===== src/rtl/seq_divmod.sv =====
// Restoring radix-2 unsigned divider: one quotient bit per clock, MSB first.
// quot/rem/div_by_zero are registered and change only on the edge that raises done.
module seq_divmod #(
    parameter int DATAWIDTH = 32
) (
    input  logic                 clk,
    input  logic                 Rst,
    input  logic                 start,
    input  logic [DATAWIDTH-1:0] a,
    input  logic [DATAWIDTH-1:0] b,
    output logic                 busy,
    output logic                 done,
    output logic [DATAWIDTH-1:0] quot,
    output logic [DATAWIDTH-1:0] rem,
    output logic                 div_by_zero
);

    localparam int CW = $clog2(DATAWIDTH + 1);
    localparam logic [CW-1:0] CNT_LOAD = CW'(DATAWIDTH);
    localparam logic [CW-1:0] CNT_ONE  = CW'(1);

    typedef enum logic [1:0] {
        IDLE   = 2'd0,
        RUN    = 2'd1,
        FINISH = 2'd2
    } state_t;

    state_t                 state_q;
    logic [CW-1:0]          cnt_q;
    logic [DATAWIDTH-1:0]   dvd_q;
    logic [DATAWIDTH-1:0]   dvs_q;
    logic [DATAWIDTH-1:0]   prem_q;
    logic                   zero_q;
    logic                   busy_q;
    logic                   done_q;
    logic [DATAWIDTH-1:0]   quot_q;
    logic [DATAWIDTH-1:0]   rem_q;
    logic                   dbz_q;

    logic [DATAWIDTH:0]     trial_s;
    logic [DATAWIDTH:0]     diff_s;
    logic                   fits_s;
    logic [DATAWIDTH-1:0]   prem_d;
    logic [DATAWIDTH-1:0]   dvd_d;

    // One restoring step. For a nonzero divisor the partial remainder is always
    // below it, so bit DATAWIDTH of the difference is exactly the borrow.
    always_comb begin
        trial_s = {prem_q, dvd_q[DATAWIDTH-1]};
        diff_s  = trial_s - {1'b0, dvs_q};
        fits_s  = zero_q | ~diff_s[DATAWIDTH];
        if (fits_s) begin
            prem_d = diff_s[DATAWIDTH-1:0];
            dvd_d  = {dvd_q[DATAWIDTH-2:0], 1'b1};
        end else begin
            prem_d = trial_s[DATAWIDTH-1:0];
            dvd_d  = {dvd_q[DATAWIDTH-2:0], 1'b0};
        end
    end

    // Control FSM with datapath and registered outputs.
    always_ff @(posedge clk or posedge Rst) begin
        if (Rst) begin
            state_q <= IDLE;
            cnt_q   <= {CW{1'b0}};
            dvd_q   <= {DATAWIDTH{1'b0}};
            dvs_q   <= {DATAWIDTH{1'b0}};
            prem_q  <= {DATAWIDTH{1'b0}};
            zero_q  <= 1'b0;
            busy_q  <= 1'b0;
            done_q  <= 1'b0;
            quot_q  <= {DATAWIDTH{1'b0}};
            rem_q   <= {DATAWIDTH{1'b0}};
            dbz_q   <= 1'b0;
        end else begin
            done_q <= 1'b0;
            case (state_q)
                IDLE: begin
                    if (start) begin
                        dvd_q   <= a;
                        dvs_q   <= b;
                        prem_q  <= {DATAWIDTH{1'b0}};
                        zero_q  <= (b == {DATAWIDTH{1'b0}});
                        cnt_q   <= CNT_LOAD;
                        busy_q  <= 1'b1;
                        state_q <= RUN;
                    end else begin
                        busy_q  <= 1'b0;
                    end
                end
                RUN: begin
                    prem_q <= prem_d;
                    dvd_q  <= dvd_d;
                    cnt_q  <= cnt_q - CNT_ONE;
                    busy_q <= 1'b1;
                    if (cnt_q == CNT_ONE) begin
                        state_q <= FINISH;
                    end else begin
                        state_q <= RUN;
                    end
                end
                FINISH: begin
                    // busy drops for the done cycle even when a new operand pair is accepted
                    done_q <= 1'b1;
                    busy_q <= 1'b0;
                    quot_q <= dvd_q;
                    rem_q  <= prem_q;
                    dbz_q  <= zero_q;
                    if (start) begin
                        dvd_q   <= a;
                        dvs_q   <= b;
                        prem_q  <= {DATAWIDTH{1'b0}};
                        zero_q  <= (b == {DATAWIDTH{1'b0}});
                        cnt_q   <= CNT_LOAD;
                        state_q <= RUN;
                    end else begin
                        state_q <= IDLE;
                    end
                end
                default: begin
                    busy_q  <= 1'b0;
                    state_q <= IDLE;
                end
            endcase
        end
    end

    assign busy        = busy_q;
    assign done        = done_q;
    assign quot        = quot_q;
    assign rem         = rem_q;
    assign div_by_zero = dbz_q;

endmodule

===== config.mk =====
export PLATFORM = sky130hd
export DESIGN_NAME = seq_divmod
export DESIGN_NICKNAME = d
export VERILOG_FILES = /design/src/rtl/seq_divmod.sv
export SDC_FILE = /design/constraint.sdc
export NUM_CORES = 1
export LEC_CHECK = 0
export ABC_AREA = 1
export ABC_CLOCK_PERIOD_IN_PS = 5800
export CAP_MARGIN = 0
export CORE_UTILIZATION = 45
export CTS_BUF_LIST = sky130_fd_sc_hd__clkbuf_4 sky130_fd_sc_hd__clkbuf_8
export DETAILED_ROUTE_END_ITERATION = 10
export PLACE_DENSITY = 0.8
export SYNTH_ARGS = -nofsm -noshare
export SYNTH_HDL_FRONTEND = slang
export SYNTH_SLANG_ARGS = --single-unit

===== constraint.sdc =====
create_clock -name clk -period 5.8 [get_ports clk]
set_clock_uncertainty 0.05 [all_clocks]
set_input_delay 1.16 -clock clk [delete_from_list [all_inputs] [get_ports clk]]
set_output_delay 1.16 -clock clk [all_outputs]
set_load 0.02 [all_outputs]

**Word-level counts from Yosys, hierarchy flattened**

Index checks and enable logic that the tools add are counted.

- Bits in registers: 172
- Input port bits: 67
- Output and inout port bits: 67
- Logic and storage cells: 41

- Add/subtract/negate cells: 2
- Equal/unequal tests: 5
- Multiplexer cells: 15
- Bitwise logic cells: 2
- Reduce and logical (&&, ||, !) cells: 6

Operators with widths:

| cell | number |
|---|---|
| 32-bit case mux with 2 select lines | 2 |
| 32-bit 2-to-1 mux | 3 |
| 33-bit by 32-bit subtractor with 33-bit output | 1 |
| 32-bit logical NOT | 1 |
| 6-bit case mux with 2 select lines | 1 |
| 6-bit by 1-bit == test with 1-bit output (second input constant) | 1 |
| 6-bit 2-to-1 mux | 1 |
| 2-bit case mux with 3 select lines | 1 |
| 6-bit by 1-bit subtractor with 6-bit output (second input constant) | 1 |
| 1-bit 2-to-1 mux | 4 |
| 2-bit 2-to-1 mux | 2 |
| 2-bit AND reduction | 2 |
| 2-bit by 1-bit == test with 1-bit output (second input constant) | 1 |
| 2-bit == test (second input constant) | 1 |
| 2-bit logical NOT | 1 |
| 2-bit by 1-bit inequality test with 1-bit output (second input constant) | 1 |
| 2-bit inequality test (second input constant) | 1 |
| 1-bit case mux with 2 select lines | 1 |
| 2-bit nonzero test | 1 |
| 2-bit OR reduction | 1 |
| 1-bit NOT | 1 |
| 1-bit bitwise OR | 1 |

**Depth between registers and ports, before layout**

- Word-level depth: 5
- Mapped depth: 18
- Gate-level depth less buffers: 17

**Worst setup path before layout**

OpenSTA, ideal clock, no wires.

- Path type: input to register
- From: in start
- To: reg cnt_q[5]
- Data arrival time: 2.146 ns
- Data required time: 5.667 ns
- Setup slack: 3.521 ns
- Stages on the path: 9
- Buffers on the path: 0
- Cell sequence: inv_1 nor2_1 inv_1 nand2_1 nand3_1 or2_2 nor2_1 a21oi_1 o21ai_0

- Cells in the longest elaborated chain, start to end: 2

RTL lines:

| element | line | text |
|---|---|---|
| from (decl) | 8 | `input logic start,` |
| 2-bit by 1-bit inequality test with 1-bit output (no source line) | - |  |
| 2-bit AND reduction (no source line) | - |  |
| to (signal assigned) | 65 | `cnt_q <= {CW{1'b0}};` |
| to (signal assigned) | 94 | `cnt_q <= cnt_q - CNT_ONE;` |
| to (decl) | 29 | `logic [CW-1:0] cnt_q;` |

Every way passes these cells.
A chain may end at the register's enable or synchronous reset.

**Final worst setup path**

- From: in start
- To: reg prem_q[0]

- Cells in the longest elaborated chain, start to end: 2

RTL lines:

| element | line | text |
|---|---|---|
| 2-bit by 1-bit inequality test with 1-bit output (no source line) | - |  |
| 2-bit AND reduction (no source line) | - |  |
| to (signal assigned) | 68 | `prem_q <= {DATAWIDTH{1'b0}};` |
| to (signal assigned) | 82 | `prem_q <= {DATAWIDTH{1'b0}};` |
| to (signal assigned) | 92 | `prem_q <= prem_d;` |
| to (decl) | 32 | `logic [DATAWIDTH-1:0] prem_q;` |

Every way passes these cells.

==> flow_summary_export.csv <==
group,metric,value,unit
clocking,insertion_delay,460,ps
floorplan,die-width,147,um
yosys,synth_top_cells_by_area,"sky130_fd_sc_hd__dfrtp_1 45%, sky130_fd_sc_hd__nand2_1 17%, sky130_fd_sc_hd__o21ai_0 7.2%",
critical_path,cp-startpoint,"start",
critical_path,worst_r2r_path_depth,9,
yosys,synth-edff-count,0,
final_layout,drive_gt1_share,4.10,%
critical_path,rr_endpoint,"prem_q[0]",
clocking,cts_root_buffer,"sky130_fd_sc_hd__clkbuf_8",
clocking,tritoncts_num_sinks,172,
yosys,yosysMostFrequentCell,"sky130_fd_sc_hd__nand2_1",
global_route,grt_antenna_before_repair,0,
pwr,power_frac_comb,61.4,%
timing,slew_headroom,25.5,%
final_layout,final-seq-area,0.00431,mm^2
critical_path,worstSetupEndpointType,"register",
final_layout,multi_input_comb_area,0.00425,mm^2
final_layout,antenna_diode_instance_count,0,
drt,ant_nets,0,
yosys,synth.lib_cells_used.distinct,34,
yosys,synth_top_area_share,45.4,%
critical_path,critical_path_arrival,4520,ps
critical_path,critical_path_required,6100,ps
drt,wl,23.9,mm
floorplan,core-area,0.0204,mm^2
global_route,grt_pass1_vias,7890,
placement,io_buffer_count,133,
yosys,synth_top_area_cell,"sky130_fd_sc_hd__dfrtp_1",
pwr,p_sw,3.76,mW
pwr,power.density_cell_area,676,mW/mm^2
critical_path,worst_setup_path_start_kind,"input pin",
min_path,timing.hold.worst.class,"register to register",
timing,period_utilization,72.9,%
floorplan,ios,134,
timing,layout_min_cycle_time,4230,ps
critical_path,worstReg2RegStart,"state_q[0]",
yosys,postSynthAreaPerCell,7.46,um^2
yosys,synth_register_bits,172,
timing,maxSlewViolCount,0,
timing,timing.fmax,236,MHz
floorplan,fp-row-count,52,
yosys,postSynth.asyncResetShare,100,%
final_layout,area_delta_synth_final,20.5,%
yosys,synth-seq-area-share,45.4,%
timing,worstMarginPinSlew,1110,ps
timing,report.final.setup_viol,0,
placement,detailedPlacementHpwl,17.1,mm
yosys,yosysWarningCount,0,
yosys,synth_flop_cell,"sky130_fd_sc_hd__dfrtp_1",
placement,finalWeightedCongestion,0.980,
drt,vias_per_cell,5.11,
clocking,tritoncts,"done",
status,status,"finished clean",
global_route,track_usage,22.8,%
clocking,post_cts.resized_instances,0,
drt,routed_wirelength_normalized_by_instance_count,14.4,um
min_path,min_from,"state_q[1]",
clocking,clock_path_buffers,2,
final_layout,fin_nets,1479,
global_route,largest_net_degree_at_the_start_of_global_routing,173,
pwr,clockPowerShare,12.1,%
floorplan,initial_utilization,46.5,%
yosys,syn_area,0.00949,mm^2
drt,via_count,8480,
pwr,power.switching_fraction,48.7,%
final_layout,num-fill-cells,1963,
critical_path,worstPathMaxFanout,68,
global_route,globalRouteOverflowTotal,0,
drt,drt-pass1-iter-count,7,
yosys,yosys-top-cells-count,"422 x sky130_fd_sc_hd__nand2_1, 182 x sky130_fd_sc_hd__inv_1, 172 x sky130_fd_sc_hd__dfrtp_1, 137 x sky130_fd_sc_hd__o21ai_0, 56 x sky130_fd_sc_hd__nor2_1",
clocking,cts.hold.buffers_added,0,
run,drv.max_cap_violation_count,0,
pwr,power_report.internal_total,3.96,mW
pwr,leakage_power,5.76,nW
timing,post_route_setup_tns,0,ps
pwr,ir_drop,0.257,mV
final_layout,layout.cells.non_filler,1659,
drt,drc,0,
critical_path,worstSetupPathType,"input pin to register",
drt,drt_iter0_markers,701,
placement,placedCellCount,1628,
critical_path,worst_setup_path_endpoint,"prem_q[0]",
global_route,grt_first_pass_wirelength,39.2,mm
floorplan,vertical_extent_of_the_die,147,um
critical_path,timing.reg2reg.setup_slack,1620,ps
clocking,tritoncts.num_buffers,17,
pwr,sequentialPowerShare,26.5,%
timing,rsz_0062_raised_after_global_routing,"no",
yosys,synth.net_count,1374,
clocking,cts.clk_slew.worst_paths,90,ps
clocking,post_cts.repair.setup_buffers,0,
timing,final_hold_viol_count,0,
floorplan,die_area,0.0217,mm^2
clocking,h-tree-depth,4,
yosys,post_synth_inst_count,1272,
-- flip-flops by register name, indices dropped and copies added, names as in the netlist --
register / cells
cnt_q: 6
div_by_zero: 1
state_q: 2
busy: 1
done: 1
rem: 32
prem_q: 32
dvs_q: 32
dvd_q: 32
quot: 32
zero_q: 1
-- power groups by stage --
stage | registers (mW) | clock network, mW | logic, mW
global placement | 2.04 | 0 | 4.57
CTS | 2.04 | 0.951 | 4.71
global route | 2.10 | 1.00 | 5.35
floorplan | 2.13 | 0 | 3.39
detailed placement | 2.06 | 0 | 4.69
finish | 2.04 | 0.935 | 4.75
-- how the worst min path moves through the flow --
stage	endpoint	cells past startpoint
final	busy	1
after global routing	busy	1
after CTS	busy	1
after detailed placement	busy	1
after global placement	busy	1
after floorplan	busy	1
-- area by class of cell --
| cell class | count | area share, % |
|---|---|---|
| clock buffers | 18 | 2.17 |
| clock inverters | 13 | 1.66 |
| inverters | 189 | 6.25 |
| multi-input cells | 858 | 37.2 |
| flip-flops and latches | 172 | 37.6 |
| well taps | 270 | 2.95 |
| repair buffers | 139 | 12.1 |
-- critical path: stages --
cell and delay [ps]:
sky130_fd_sc_hd__clkdlybuf4s50_1 450, sky130_fd_sc_hd__inv_1 70, sky130_fd_sc_hd__nor2_4 70, sky130_fd_sc_hd__buf_4 490
sky130_fd_sc_hd__inv_1 220, sky130_fd_sc_hd__nand2_2 90, sky130_fd_sc_hd__buf_4 480, sky130_fd_sc_hd__clkinv_1 1050
sky130_fd_sc_hd__nand2_1 320, sky130_fd_sc_hd__nand2_1 80
-- metal layers --
layer,up-vias,track usage [%],share of wire (%)
met3,33,4.41,6.5
met4,0,7.11,1.9
li1,4259,-,-
met5,-,0,0
met1,3911,31.1,46
met2,277,36.6,46
-- metrics by stage --
| step | hold slack (ps) | total power [mW] | area, um^2 | worst slack, ps | utilization [%] |
|---|---|---|---|---|---|
| after floorplan | 390 | 5.52 | 9490 | 2390 | - |
| after global placement | 411 | 6.61 | 11000 | 1220 | 53.8 |
| after detailed placement | 418 | 6.75 | 11000 | 1110 | 53.8 |
| after CTS | 438 | 7.71 | 11400 | 1610 | 56.0 |
| after global routing | 443 | 8.45 | 11400 | 1170 | 56.0 |
| final | 433 | 7.73 | 11400 | 1570 | 56.0 |
-- layout by cell type (no fill, tap or decap), drive strengths merged, types with 7 or more instances in the layout --
master           n
nand4           35
nor4             7
nand2          426
inv            187
clkdlybuf4s50  133
nand3b           9
xnor2           15
a21oi           35
ha              34
nor2            57
clkinv           7
o21ai          137
nand3           51
o211ai          31
dfrtp          172
clkbuf          18
-- cells by family (layout without fill, tap and decap cells) --
kind of cell	after synthesis	after routing	synth area share, %
xor gates and xnor gates	16	16	1.48
and+or+nand+nor	593	593	26.1
DFF	172	172	45.4
adders and majority gates	35	35	4.69
AOI/OAI and AO/OA	214	214	12.5
buffers and inverters	242	359	9.95
No activity file was read; power rests on OpenSTA's default activity.
